`src/rtl/tqvp_reg_arbiter_if.sv`:
```
// Requester and peripheral bundle for the two-port register arbiter.
interface tqvp_reg_arbiter_if;
  // requester 0
  logic        r0_valid, r0_write;
  logic [1:0]  r0_width;
  logic [5:0]  r0_addr;
  logic [31:0] r0_wdata;
  logic        r0_ready, r0_rvalid, r0_rerr;
  logic [31:0] r0_rdata;
  // requester 1
  logic        r1_valid, r1_write;
  logic [1:0]  r1_width;
  logic [5:0]  r1_addr;
  logic [31:0] r1_wdata;
  logic        r1_ready, r1_rvalid, r1_rerr;
  logic [31:0] r1_rdata;
  // peripheral side
  logic [5:0]  address;
  logic [31:0] data_in;
  logic [1:0]  data_write_n;
  logic [1:0]  data_read_n;
  logic [31:0] data_out;
  logic        data_ready;
  logic        busy;

  // arbiter side
  modport slave (
    input  r0_valid, r0_write, r0_width, r0_addr, r0_wdata,
    output r0_ready, r0_rvalid, r0_rerr, r0_rdata,
    input  r1_valid, r1_write, r1_width, r1_addr, r1_wdata,
    output r1_ready, r1_rvalid, r1_rerr, r1_rdata,
    output address, data_in, data_write_n, data_read_n, busy,
    input  data_out, data_ready
  );

  // requesters plus peripheral model
  modport master (
    output r0_valid, r0_write, r0_width, r0_addr, r0_wdata,
    input  r0_ready, r0_rvalid, r0_rerr, r0_rdata,
    output r1_valid, r1_write, r1_width, r1_addr, r1_wdata,
    input  r1_ready, r1_rvalid, r1_rerr, r1_rdata,
    input  address, data_in, data_write_n, data_read_n, busy,
    output data_out, data_ready
  );
endinterface

```
`src/rtl/tqvp_reg_arbiter.sv`:
```
// Two-requester round-robin arbiter onto a single strobe-based register bus.
// Ready is combinational in IDLE; every other output is registered.
module tqvp_reg_arbiter #(
  parameter int unsigned TIMEOUT = 15
) (
  input logic           clk,
  input logic           rst_n,
  tqvp_reg_arbiter_if.slave bus
);
  typedef enum logic [1:0] {IDLE, WRITE, READ, RESP} state_t;

  typedef struct packed {
    logic        write;
    logic [1:0]  width;
    logic [5:0]  addr;
    logic [31:0] wdata;
  } req_t;

  localparam logic [7:0] CNT_LAST = 8'(TIMEOUT - 1);

  state_t     state, state_nxt;
  req_t       req [2];
  req_t       g;
  logic [1:0] vld;
  logic       gnt_any, gnt_id;
  logic [1:0] rdy;

  logic        last_grant, owner;
  logic [1:0]  cmd_width;
  logic [7:0]  cnt;
  logic [31:0] rdata_q;
  logic        rerr_q;
  logic [1:0]  rvalid_o, rerr_o;
  logic [1:0][31:0] rdata_o;

  // gather requester inputs and pick the winner
  always_comb begin
    req[0]  = '{bus.r0_write, bus.r0_width, bus.r0_addr, bus.r0_wdata};
    req[1]  = '{bus.r1_write, bus.r1_width, bus.r1_addr, bus.r1_wdata};
    vld     = {bus.r1_valid, bus.r0_valid};
    gnt_any = |vld;
    gnt_id  = (&vld) ? ~last_grant : vld[1];
    g       = req[gnt_id];
  end

  // state register
  always_ff @(posedge clk or negedge rst_n) begin
    if (!rst_n) state <= IDLE;
    else        state <= state_nxt;
  end

  // next state and grant pulse
  always_comb begin
    state_nxt = state;
    rdy       = '0;
    case (state)
      IDLE: if (gnt_any) begin
        rdy[gnt_id] = 1'b1;
        if (g.width == 2'b11) state_nxt = g.write ? IDLE : RESP;
        else                  state_nxt = g.write ? WRITE : READ;
      end
      WRITE: state_nxt = IDLE;
      READ:  if (bus.data_ready || cnt == CNT_LAST) state_nxt = RESP;
      RESP:  state_nxt = IDLE;
      default: state_nxt = IDLE;
    endcase
  end

  // command capture, bus strobes, read capture and response registers
  always_ff @(posedge clk or negedge rst_n) begin
    if (!rst_n) begin
      last_grant       <= 1'b1;
      owner            <= 1'b0;
      cmd_width        <= 2'b00;
      cnt              <= '0;
      rdata_q          <= '0;
      rerr_q           <= 1'b0;
      bus.address      <= '0;
      bus.data_in      <= '0;
      bus.data_write_n <= 2'b11;
      bus.data_read_n  <= 2'b11;
      rvalid_o         <= '0;
      rerr_o           <= '0;
      rdata_o          <= '0;
    end else begin
      rvalid_o <= '0;
      case (state)
        IDLE: if (gnt_any) begin
          owner       <= gnt_id;
          last_grant  <= gnt_id;
          cmd_width   <= g.width;
          bus.address <= g.addr;
          bus.data_in <= g.wdata;
          cnt         <= '0;
          if (g.width == 2'b11) begin
            // illegal width: reads answer with an error, writes are dropped
            rdata_q <= '0;
            rerr_q  <= 1'b1;
          end else if (g.write) begin
            bus.data_write_n <= g.width;
          end else begin
            bus.data_read_n <= g.width;
          end
        end
        WRITE: bus.data_write_n <= 2'b11;
        READ: begin
          if (bus.data_ready) begin
            bus.data_read_n <= 2'b11;
            rerr_q          <= 1'b0;
            case (cmd_width)
              2'b00:   rdata_q <= {24'b0, bus.data_out[7:0]};
              2'b01:   rdata_q <= {16'b0, bus.data_out[15:0]};
              default: rdata_q <= bus.data_out;
            endcase
          end else if (cnt == CNT_LAST) begin
            bus.data_read_n <= 2'b11;
            rerr_q          <= 1'b1;
            rdata_q         <= '0;
          end else begin
            cnt <= cnt + 8'd1;
          end
        end
        RESP: begin
          rvalid_o[owner] <= 1'b1;
          rdata_o[owner]  <= rdata_q;
          rerr_o[owner]   <= rerr_q;
        end
        default: ;
      endcase
    end
  end

  // ready is gated by reset so it stays low while rst_n is asserted
  assign bus.r0_ready  = rst_n & rdy[0];
  assign bus.r1_ready  = rst_n & rdy[1];
  assign bus.r0_rvalid = rvalid_o[0];
  assign bus.r1_rvalid = rvalid_o[1];
  assign bus.r0_rdata  = rdata_o[0];
  assign bus.r1_rdata  = rdata_o[1];
  assign bus.r0_rerr   = rerr_o[0];
  assign bus.r1_rerr   = rerr_o[1];
  assign bus.busy      = (state != IDLE);
endmodule

```
`src/flat_wrapper.sv`:
```
// flat-port wrapper written by rule: the top's interface ports become plain ports
module tqvp_reg_arbiter_flat 
#(
  parameter int unsigned TIMEOUT = 15
)
  (clk, rst_n, bus_r0_valid, bus_r0_write, bus_r0_width, bus_r0_addr, bus_r0_wdata, bus_r0_ready, bus_r0_rvalid, bus_r0_rerr, bus_r0_rdata, bus_r1_valid, bus_r1_write, bus_r1_width, bus_r1_addr, bus_r1_wdata, bus_r1_ready, bus_r1_rvalid, bus_r1_rerr, bus_r1_rdata, bus_address, bus_data_in, bus_data_write_n, bus_data_read_n, bus_busy, bus_data_out, bus_data_ready);
  tqvp_reg_arbiter_if bus_i ();
  input logic clk;
  input logic rst_n;
  input wire logic [$bits(bus_i.r0_valid)-1:0] bus_r0_valid;
  input wire logic [$bits(bus_i.r0_write)-1:0] bus_r0_write;
  input wire logic [$bits(bus_i.r0_width)-1:0] bus_r0_width;
  input wire logic [$bits(bus_i.r0_addr)-1:0] bus_r0_addr;
  input wire logic [$bits(bus_i.r0_wdata)-1:0] bus_r0_wdata;
  output wire logic [$bits(bus_i.r0_ready)-1:0] bus_r0_ready;
  output wire logic [$bits(bus_i.r0_rvalid)-1:0] bus_r0_rvalid;
  output wire logic [$bits(bus_i.r0_rerr)-1:0] bus_r0_rerr;
  output wire logic [$bits(bus_i.r0_rdata)-1:0] bus_r0_rdata;
  input wire logic [$bits(bus_i.r1_valid)-1:0] bus_r1_valid;
  input wire logic [$bits(bus_i.r1_write)-1:0] bus_r1_write;
  input wire logic [$bits(bus_i.r1_width)-1:0] bus_r1_width;
  input wire logic [$bits(bus_i.r1_addr)-1:0] bus_r1_addr;
  input wire logic [$bits(bus_i.r1_wdata)-1:0] bus_r1_wdata;
  output wire logic [$bits(bus_i.r1_ready)-1:0] bus_r1_ready;
  output wire logic [$bits(bus_i.r1_rvalid)-1:0] bus_r1_rvalid;
  output wire logic [$bits(bus_i.r1_rerr)-1:0] bus_r1_rerr;
  output wire logic [$bits(bus_i.r1_rdata)-1:0] bus_r1_rdata;
  output wire logic [$bits(bus_i.address)-1:0] bus_address;
  output wire logic [$bits(bus_i.data_in)-1:0] bus_data_in;
  output wire logic [$bits(bus_i.data_write_n)-1:0] bus_data_write_n;
  output wire logic [$bits(bus_i.data_read_n)-1:0] bus_data_read_n;
  output wire logic [$bits(bus_i.busy)-1:0] bus_busy;
  input wire logic [$bits(bus_i.data_out)-1:0] bus_data_out;
  input wire logic [$bits(bus_i.data_ready)-1:0] bus_data_ready;
  assign bus_i.r0_valid = bus_r0_valid;
  assign bus_i.r0_write = bus_r0_write;
  assign bus_i.r0_width = bus_r0_width;
  assign bus_i.r0_addr = bus_r0_addr;
  assign bus_i.r0_wdata = bus_r0_wdata;
  assign bus_r0_ready = bus_i.r0_ready;
  assign bus_r0_rvalid = bus_i.r0_rvalid;
  assign bus_r0_rerr = bus_i.r0_rerr;
  assign bus_r0_rdata = bus_i.r0_rdata;
  assign bus_i.r1_valid = bus_r1_valid;
  assign bus_i.r1_write = bus_r1_write;
  assign bus_i.r1_width = bus_r1_width;
  assign bus_i.r1_addr = bus_r1_addr;
  assign bus_i.r1_wdata = bus_r1_wdata;
  assign bus_r1_ready = bus_i.r1_ready;
  assign bus_r1_rvalid = bus_i.r1_rvalid;
  assign bus_r1_rerr = bus_i.r1_rerr;
  assign bus_r1_rdata = bus_i.r1_rdata;
  assign bus_address = bus_i.address;
  assign bus_data_in = bus_i.data_in;
  assign bus_data_write_n = bus_i.data_write_n;
  assign bus_data_read_n = bus_i.data_read_n;
  assign bus_busy = bus_i.busy;
  assign bus_i.data_out = bus_data_out;
  assign bus_i.data_ready = bus_data_ready;
  tqvp_reg_arbiter #(.TIMEOUT(TIMEOUT)) u_core (.clk(clk), .rst_n(rst_n), .bus(bus_i));
endmodule
```
`config.mk`:
```
export PLATFORM = sky130hd
export DESIGN_NAME = tqvp_reg_arbiter_flat
export DESIGN_NICKNAME = d
export VERILOG_FILES = /design/src/rtl/tqvp_reg_arbiter_if.sv /design/src/rtl/tqvp_reg_arbiter.sv /design/src/flat_wrapper.sv
export SDC_FILE = /design/constraint.sdc
export NUM_CORES = 1
export LEC_CHECK = 0
export ABC_AREA = 1
export ABC_CLOCK_PERIOD_IN_PS = 4300
export BUFFER_PORTS_ARGS = -buffer_cell sky130_fd_sc_hd__buf_2
export CAP_MARGIN = 15
export CORE_ASPECT_RATIO = 1.25
export CORE_MARGIN = 8
export CORE_UTILIZATION = 45
export DETAILED_ROUTE_END_ITERATION = 8
export PLACE_DENSITY = 0.69
export SYNTH_ARGS = -nofsm -noshare
export SYNTH_HDL_FRONTEND = slang
export SYNTH_SLANG_ARGS = --single-unit
```
`constraint.sdc`:
```
create_clock -name clk -period 4.3 [get_ports clk]
set_clock_uncertainty 0.15 [all_clocks]
set_input_delay 0.86 -clock clk [delete_from_list [all_inputs] [get_ports clk]]
set_output_delay 0.86 -clock clk [all_outputs]
set_load 0.02 [all_outputs]
```
==> metrics.txt <==
status finished clean; worst path arrival time a little under 2 ns; nets 1086; minimum clock period 3.00 ns; row count 50; register area share after synthesis 58.5%; wire length of the first global-routing pass 30.0 mm; Setup crit start kind flip-flop; Worst slew margin 35.5%; largest net degree at the start of global routing 76; final setup TNS 0 ns; layout filler cell count 1404; area fraction of the dominant cell type after synthesis 56.6%; CTS tree built; DR DRC count 0; DRT Wirelength about 18 mm; GRT overflow 0; Least-Margin Pin Slew 0.967 ns; Hold Vio Cnt, Final 0; crit path max fanout 45; First-pass DRT Iterations 5; syn_nets 868; top layer in use met5; period utilization 69.8%; critical path class reg2out; Mapped Area slightly below 7000 sq um; CTS Sinks 157; total number of yosys warnings 0; Post-synth ARST share 100%; CORE AREA 14800 sq um; Area growth syn-to-layout 26.5%; port bufs between 200 and 250; Wirelength per Cell 15.4 um; final setup violation count 0; die area 19100 sq um; Met2 Wirelength 8.64 mm; Worst Path Required 3.29 ns; Yosys reg bits 157; Hold-fix buffers, CTS 0; # Post-CTS Setup Buffers 0; H-tree level count 4; Fmax 333 MHz; pre-CTS setup slack 1.39 ns; DR vias around 5600; max cap viols 0; Synth area leaders dfrtp_1 57%, nand2_1 12%, o21ai_1 6.0%; Worst Hold Class in2async; Finished Layout Cells approximately 1200; total CTS buffers 17; gp weighted congestion around 0.84; clock root cell clkbuf_16; most area-hungry cell type in the Yosys netlist dfrtp_1; Post-DRT Antenna Nets 0; RSZ-0062 raised after global routing no; number of global-route vias before repair 5992; Worst IR Drop VDD around 0.48 mV; layout cells sized above 1 32.3%; PwrDens 781 nW/um^2; Post-synth EDFFs 0; Mapped Cells 747; initial antenna violation count 3; initial DRC count between 300 and 400; width of the die 125 um; I/O Pins 232; metal3 WL about 1.6 mm; Initial Util 45.4%; Reg clk slew, reported paths 0.06 ns; average cell area after synthesis about 9 sq um; CTS max path bufs 2; hpwl dp 13.1 mm; Die H ~150 um; clk_lat worst skew 0.42 ns; fin. max-slew vios 0; total power 6.64 mW; leakage 4.54 nW; Post-synth top flop dfrtp_1; post_cts resized 0; vias per cell 4.87; GRT Overall Usage 19.4%; Worst setup EP type output pin; M1 WL between 7 and 8 mm; placed cells 1128; Final WS setup about 1.3 ns; library cells used by synthesis 30
worst max-delay path, stage by stage (launching register included):
cell     delay (ns)
dfrtp_1        0.46
nor2_2         0.11
buf_4          0.25
inv_2          0.08
nor2_4         0.12
inv_4          0.18
nor3_1         0.17
buf_2          0.19
stage by stage:
step / cell area, sq um / hold WS (ns) / utilization, %
5_1_grt: 8500 / 0.122 / 57.4
3_5_place_dp: 7910 / 0.304 / 53.4
4_1_cts: 8500 / 0.107 / 57.3
6_report: 8500 / 0.128 / 57.4
3_3_place_gp: 7910 / 0.298 / 53.4
2_1_floorplan: 6720 / 0.286 / -
layout by cell type (no fill, tap or decap), types with 2 or more instances in the layout:
cell type and instances:
buf_2 230, nand2_1 221, dfrtp_1 152, o21ai_1 81, nand3_1 77, inv_1 54, o21ai_0 34, nor2_1 31
o21ai_2 20, clkbuf_16 17, buf_4 8, inv_2 7, dfstp_2 5, nand4_1 4, nor2_4 3, or2_2 3
inv_6 3, clkinvlp_4 3, clkinv_2 3, a21oi_1 2, ha_1 2, bufinv_16 2, clkinv_4 2, inv_8 2
final cells by class:
cell class                 instances  area, sq um  share of cell area (%)
antenna                            1         2.50                  0.0294
multi-input combinational        488         2290                    27.0
clock inverter                    15          164                    1.93
clock buffer                      17          425                    5.00
inverter                          62          235                    2.77
tap                              182          228                    2.68
timing repair buffer             239         1220                    14.4
sequential                       157         3940                    46.3
worst paths after layout:
| kind | startpoint | endpoint | slack, ns | cells past startpoint |
|---|---|---|---|---|
| setup / recovery | u_core.state[0] | bus_r0_ready | 1.30 | 7 |
| hold / removal | rst_n | u_core.bus.r0_rdata[18] | 0.13 | 1 |
| setup reg to reg | u_core.last_grant | u_core.rdata_q[12] | 2.03 | 10 |
| hold reg to reg | u_core.bus.data_read_n[0] | u_core.bus.data_read_n[0] | 0.31 | 2 |
| max in group asynchronous | rst_n | u_core.bus.r1_rdata[7] | 2.66 | 2 |
| min in group clk | u_core.bus.data_read_n[0] | u_core.bus.data_read_n[0] | 0.31 | 2 |
Yosys cell counts (2+ instances only):
| master | n |
|---|---|
| a21oi_1 | 2 |
| nand2_1 | 221 |
| dfstp_2 | 5 |
| nand4_1 | 4 |
| buf_2 | 14 |
| inv_1 | 54 |
| o21ai_2 | 20 |
| buf_6 | 11 |
| o21ai_0 | 34 |
| nor2_1 | 31 |
| nor2_4 | 3 |
| inv_2 | 7 |
| dfrtp_1 | 152 |
| nand3_1 | 77 |
| clkbuf_1 | 12 |
| o21ai_1 | 81 |
| buf_4 | 3 |
| or2_2 | 3 |
| ha_1 | 2 |
logic make-up after synthesis:
group | Yosys count | synth area share (%)
xor+xnor | 1 | 0.130
simple gates | 347 | 22.2
compound gates | 138 | 11.4
buf+inv | 102 | 7.39
flops | 157 | 58.5
fa+ha+maj | 2 | 0.372
power breakdown:
group / internal, mW / switching [mW] / leakage (nW) / total [mW]
clock: 0.866 / 0.627 / 0.284 / 1.49
sequential: 2.12 / 0.370 / 2.05 / 2.49
combinational: 0.826 / 1.84 / 2.21 / 2.66
total: 3.81 / 2.84 / 4.54 / 6.64
sequential cells by signal, summed over array words and instances (netlist names), 6 cells and up:
name and flops:
u_core.bus.r1_rdata 32, u_core.bus.data_in 32, u_core.rdata_q 32, u_core.cnt 8, u_core.bus.r0_rdata 32, u_core.bus.address 6
layer usage:
metal	global-route usage (%)	vias to the layer above
met2	32.4	197
met1	21.6	2576
met3	8.33	27
met5	0	-
met4	7.27	4
li1	-	2845
(Power assumes the default switching activity.)
